## config.mk

```make
export PLATFORM = sky130hd
export DESIGN_NAME = pkt_tx
export DESIGN_NICKNAME = d
export VERILOG_FILES = /design/src/rtl/pkt_tx.sv
export SDC_FILE = /design/constraint.sdc
export NUM_CORES = 1
export LEC_CHECK = 0
export CAP_MARGIN = 25
export CORE_ASPECT_RATIO = 0.9
export CORE_MARGIN = 4
export CORE_UTILIZATION = 56
export CTS_CLUSTER_SIZE = 40
export DETAILED_ROUTE_END_ITERATION = 7
export PLACE_DENSITY = 0.79
export SLEW_MARGIN = 5
export SYNTH_ARGS = -nofsm -noshare
export SYNTH_HDL_FRONTEND = slang
export SYNTH_SLANG_ARGS = --single-unit
```

## constraint.sdc

```tcl
create_clock -name clock -period 11.55 [get_ports clock]
set_input_delay 2.31 -clock clock [delete_from_list [all_inputs] [get_ports clock]]
set_output_delay 2.31 -clock clock [all_outputs]
set_load 0.005 [all_outputs]
```

## src/rtl/pkt_tx.sv

```systemverilog
// pkt_tx: 2-slot packet FIFO serialised into a 16-bit ready/valid word stream; define TX_CHECKSUM_EN to append an XOR checksum word
module pkt_tx #(
  parameter logic [7:0] SYNC = 8'hA5
) (
  input  logic        clock,
  input  logic        nrst,
  input  logic        load,
  input  logic [15:0] sourceID,
  input  logic [15:0] destinationID,
  input  logic [15:0] clusterID,
  input  logic [15:0] batteryStat,
  input  logic [15:0] Value,
  input  logic        forAggregation,
  output logic [15:0] tx_data,
  output logic        tx_valid,
  input  logic        tx_ready,
  output logic        tx_last,
  output logic        sent,
  output logic        full,
  output logic [7:0]  drop_cnt
);
`ifdef TX_CHECKSUM_EN
  localparam int NW = 7;
`else
  localparam int NW = 6;
`endif
  localparam logic [2:0] LAST = 3'(NW - 1);
  typedef enum logic [1:0] {IDLE, SEND, GAP} state_t;
  state_t      state;
  logic [80:0] mem [2];
  logic [80:0] head;
  logic        wp, rp;
  logic [1:0]  cnt;
  logic [2:0]  idx;
  logic [15:0] words [NW];
  logic        pop, push, drop;
  assign head = mem[rp];
  assign full = cnt == 2'd2;
  assign pop  = state == SEND && tx_valid && tx_ready && tx_last;
  assign push = load && (!full || pop);
  assign drop = load && full && !pop;
  always_comb begin
    words[0] = {SYNC, 7'b0, head[80]};
    words[1] = head[79:64];
    words[2] = head[63:48];
    words[3] = head[47:32];
    words[4] = head[31:16];
    words[5] = head[15:0];
`ifdef TX_CHECKSUM_EN
    words[6] = words[0] ^ words[1] ^ words[2] ^ words[3] ^ words[4] ^ words[5];
`endif
  end
  always_ff @(posedge clock) begin
    if (!nrst) begin
      state    <= IDLE;
      wp       <= 1'b0;
      rp       <= 1'b0;
      cnt      <= 2'd0;
      idx      <= 3'd0;
      tx_data  <= 16'd0;
      tx_valid <= 1'b0;
      tx_last  <= 1'b0;
      sent     <= 1'b0;
      drop_cnt <= 8'd0;
    end else begin
      if (push) begin
        mem[wp] <= {forAggregation, sourceID, destinationID, clusterID, batteryStat, Value};
        wp      <= ~wp;
      end
      if (pop) rp <= ~rp;
      cnt  <= cnt + 2'(push) - 2'(pop);
      if (drop && drop_cnt != 8'hFF) drop_cnt <= drop_cnt + 8'd1;
      sent <= 1'b0;
      case (state)
        IDLE: if (cnt != 2'd0) begin
          state <= SEND;
          idx   <= 3'd0;
        end
        SEND: if (!tx_valid) begin
          tx_valid <= 1'b1;
          tx_data  <= words[idx];
          tx_last  <= idx == LAST;
        end else if (tx_ready) begin
          if (tx_last) begin
            tx_valid <= 1'b0;
            tx_last  <= 1'b0;
            sent     <= 1'b1;
            state    <= GAP;
          end else begin
            idx     <= idx + 3'd1;
            tx_data <= words[idx + 3'd1];
            tx_last <= (idx + 3'd1) == LAST;
          end
        end
        GAP: state <= IDLE;
        default: state <= IDLE;
      endcase
    end
  end
endmodule

```

==> results.txt <==
* Fraction of synthesized cell area taken by the top area cell type: 0.545
- Post-synthesis compound-gate area fraction: 0.101
- In this run, the number of DRC markers left after iteration 0 of detailed routing was 615.
- Netlist area before placement: 8930 um2
- The count of nets left with antenna violations once routing finished came out at 0.
- Via Count: 5,815
- The tightest min-delay check is of the register to register type.
- Maximum number of pins on one net before global-route repair: 82
- Share of flip-flops with an asynchronous set or reset: 0
* Post-CTS Setup Repair Bufs: 0
- The die is 128 um tall.
* Cell with the most instances after synthesis: sky130_fd_sc_hd__edfxtp_1
- Largest family of logic cells by synthesized area: multiplexers
* Final Net Count: 785
- STA puts the critical path data arrival time at 4.45 ns.
- Width of the die: 141 um
- Fin area: 10,800 um2
- Total track usage: 0.231
- Layout overhead on the synthesized area: 20.6%
* Syn Inst Count: 591
- Critical path start-end classification: input pin to register
- Ordered list of cells on the worst path: clkdlybuf4s50_1 -> clkinv_1 -> nor3_2 -> buf_4
- Cell types with the highest counts after synthesis: sky130_fd_sc_hd__edfxtp_1 (162), sky130_fd_sc_hd__mux2i_1 (55), sky130_fd_sc_hd__dfxtp_1 (37)
- Max-cap viol count: 0
- Quantity of I/O buffers inserted on ports: 112
- Synth Register Bits: 199
- Detail Placement HPWL: 13,400 um
* Adder and majority cell fraction of the synthesized area: 0.00701
* Aggregate global routing overflow: 0
- Clock root buffer: sky130_fd_sc_hd__clkbuf_16
- Number of warning messages in the yosys log: 0
* Combined flip-flop and latch cell area: 5610 um2
- Placed inst area: 10,200 um2
- Setup TNS Final: 0 ns
- Post-synthesis cell type count: 46
- In the post-synthesis netlist, the biggest area contributors are sky130_fd_sc_hd__edfxtp_1 (54%), sky130_fd_sc_hd__mux4_2 (8.6%), sky130_fd_sc_hd__dfxtp_1 (8.3%).
- Min Tclk post-route: 4.40 ns
- Measured against its own limit, the worst slew margin works out to 0.462.
- Power per Cell Area: 148 nW/um2
- Multi-input logic area: 3050 um2
* Most instantiated flip-flop cell in the synthesis netlist: sky130_fd_sc_hd__edfxtp_1
- The largest total area in the synthesized netlist belongs to sky130_fd_sc_hd__edfxtp_1.
- Final clock period utilization by the worst path: 0.381
- Min Hold Slack: 0.483 ns
- Setup repair after global routing left no endpoint under its margin.
* Number of hold violations in the final report: 0
- Counting flops with a built-in enable in the synthesized netlist gives 162.
- Simple-gate area share of the yosys netlist: 0.0500
* Number of pins with negative max-slew slack in the final report: 0
* Status: finished, final reports clean
- Clock skew on the completed layout was measured at 0.00764 ns.
- The initialized floorplan defines 43 standard-cell rows.
* Clock tree from TritonCTS: done
* CP max FO: 53
* Per-cell routed wire length: 22.7 um
- Largest buffer count on any clock path: 2
* Maximum frequency from static timing analysis: 0.227 GHz
- Counting every net in the synthesized netlist gives 681.
- The via count of the first global-routing pass was 5,975.
* Routability cong.: 0.827
- Share of post-route cells with drive strength above 1: 0.129
- Filler cells: 1,022
- H-tree levels: 4
- Initial DRT Pass Iterations: 5
- Antenna fix cells: 0
- Final setup violation count: 0
- The share of the Yosys chip area taken by registers is 0.628.
* Global-route wire length before repair: 31,600 um
- Starting density of the core: 0.574
- Number of sinks handled by clock tree synthesis: 199
- Worst EP required: 11.61 ns
* Delay of the slowest critical-path stage: 0.63 ns
- The number of antenna violations at the first check in global routing came to 0.
- The slowest stage of the critical path belongs to the cell sky130_fd_sc_hd__buf_4.
- Maximum ir drop on the vdd rail: 0.000111 V
* Element type at the critical path end: register
- The region available for standard cell placement spans 15,500 um2.
- Quantity of gates resized following cts: 0
* Proportion of synthesized area in mux cells: 0.173
- Die area: 18,000 um2
- Io pins: 113
* CTS clk-pin slew, worst paths: 0.06 ns
- DRC viols: 0
- Average cell area after synthesis: 15.1 um2
* Parity-gate share of the synthesized area counting xor and xnor cells: 0.00883
* Clock buffers created by TritonCTS: 17
- For the pin with the worst max-slew slack, the measured transition is 0.807 ns.
* Post-detailed-route via-to-cell ratio: 6.41
- Wires add up to 20,600 um.
- Hold repair after CTS inserted 0 buffers.
- Worst-Skew Late Latency: 0.43 ns
- Crit start category: input pin
- Static leakage: 3.45 nW
layout by cell type, fill, tap and decap left out, types with 4 or more instances in the layout:
cell type and n:
sky130_fd_sc_hd__a2111o_1 11, sky130_fd_sc_hd__mux2i_1 55, sky130_fd_sc_hd__inv_1 19, sky130_fd_sc_hd__a21oi_1 30, sky130_fd_sc_hd__o21ai_0 13, sky130_fd_sc_hd__mux2_2 13, sky130_fd_sc_hd__mux4_2 34, sky130_fd_sc_hd__o221ai_1 11
sky130_fd_sc_hd__edfxtp_1 162, sky130_fd_sc_hd__a32o_1 20, sky130_fd_sc_hd__nand2b_1 8, sky130_fd_sc_hd__clkbuf_16 17, sky130_fd_sc_hd__dfxtp_1 35, sky130_fd_sc_hd__nor2b_1 7, sky130_fd_sc_hd__clkinv_2 4, sky130_fd_sc_hd__nand3_1 9
sky130_fd_sc_hd__xnor2_1 7, sky130_fd_sc_hd__nor2_1 33, sky130_fd_sc_hd__buf_4 10, sky130_fd_sc_hd__clkdlybuf4s50_1 112, sky130_fd_sc_hd__a211oi_1 4, sky130_fd_sc_hd__nand2_1 13, sky130_fd_sc_hd__o311ai_0 5, sky130_fd_sc_hd__ha_1 4
sky130_fd_sc_hd__o22ai_1 23
worst paths after layout:
path                         startpoint                  endpoint  slack, ns  cells past startpoint
setup / recovery                   nrst      mem[0][26]$_DFFE_PP_       7.15                      4
hold / removal    state[1]$_SDFFE_PN0P_     state[0]$_SDFFE_PN0P_       0.48                      1
setup reg to reg    idx[1]$_SDFFE_PN0P_  tx_data[10]$_SDFFE_PN0P_       8.39                      7
hold reg to reg   state[1]$_SDFFE_PN0P_     state[0]$_SDFFE_PN0P_       0.48                      1
metrics by stage:
stage | utilization | worst slack (ns) | power, mW | instances
6_report | 0.692 | 7.15 | 1.60 | 907
5_1_grt | 0.692 | 7.00 | 1.66 | 907
4_1_cts | 0.689 | 6.99 | 1.60 | 904
3_5_place_dp | 0.654 | 6.54 | 1.05 | 875
3_3_place_gp | 0.654 | 6.60 | 1.04 | 875
2_1_floorplan | - | 2.63 | 0.969 | 591
report_power, final:
part | switching (mW) | internal, mW | total, mW
Clock | 0.240 | 0.312 | 0.552
Sequential | 0.0211 | 0.818 | 0.839
Combinational | 0.105 | 0.101 | 0.206
Total | 0.366 | 1.23 | 1.60
worst max-delay path: cells and delay by family:
family,cells,cell delay [ns]
buffers and inverters,3,1.75
and+or+nand+nor,1,0.37
per-layer routing:
layer | vias up | global-route usage | part of all wire
met5 | - | 0 | 0
met4 | 0 | 0.0849 | 0.023
met3 | 44 | 0.0630 | 0.095
met2 | 325 | 0.370 | 0.48
met1 | 2867 | 0.305 | 0.40
li1 | 2579 | - | -
final cells by class:
type	count	area share
sequential	199	0.521
multi-input combinational	333	0.283
timing repair buffer	124	0.116
clock buffer	18	0.0399
tap	202	0.0235
clock inverter	11	0.0102
inverter	20	0.00697
kinds of logic (layout without fill, tap and decap cells):
logic type                 count (synthesis)  count (layout)
muxes                                    105             105
buffers and inverters                     59             173
adders and majority gates                  5               5
DFF                                      199             199
AOI/OAI and AO/OA                        123             123
and+or+nand+nor                           91              91
xor gates and xnor gates                   9               9
flip-flops by register name (all words and copies together), names as in the netlist, 2 cells and up, named ones only:
name      count
tx_data      16
idx           3
drop_cnt      8
mem         162
state         2
cnt           2
No activity file was read; power rests on OpenSTA's default activity.
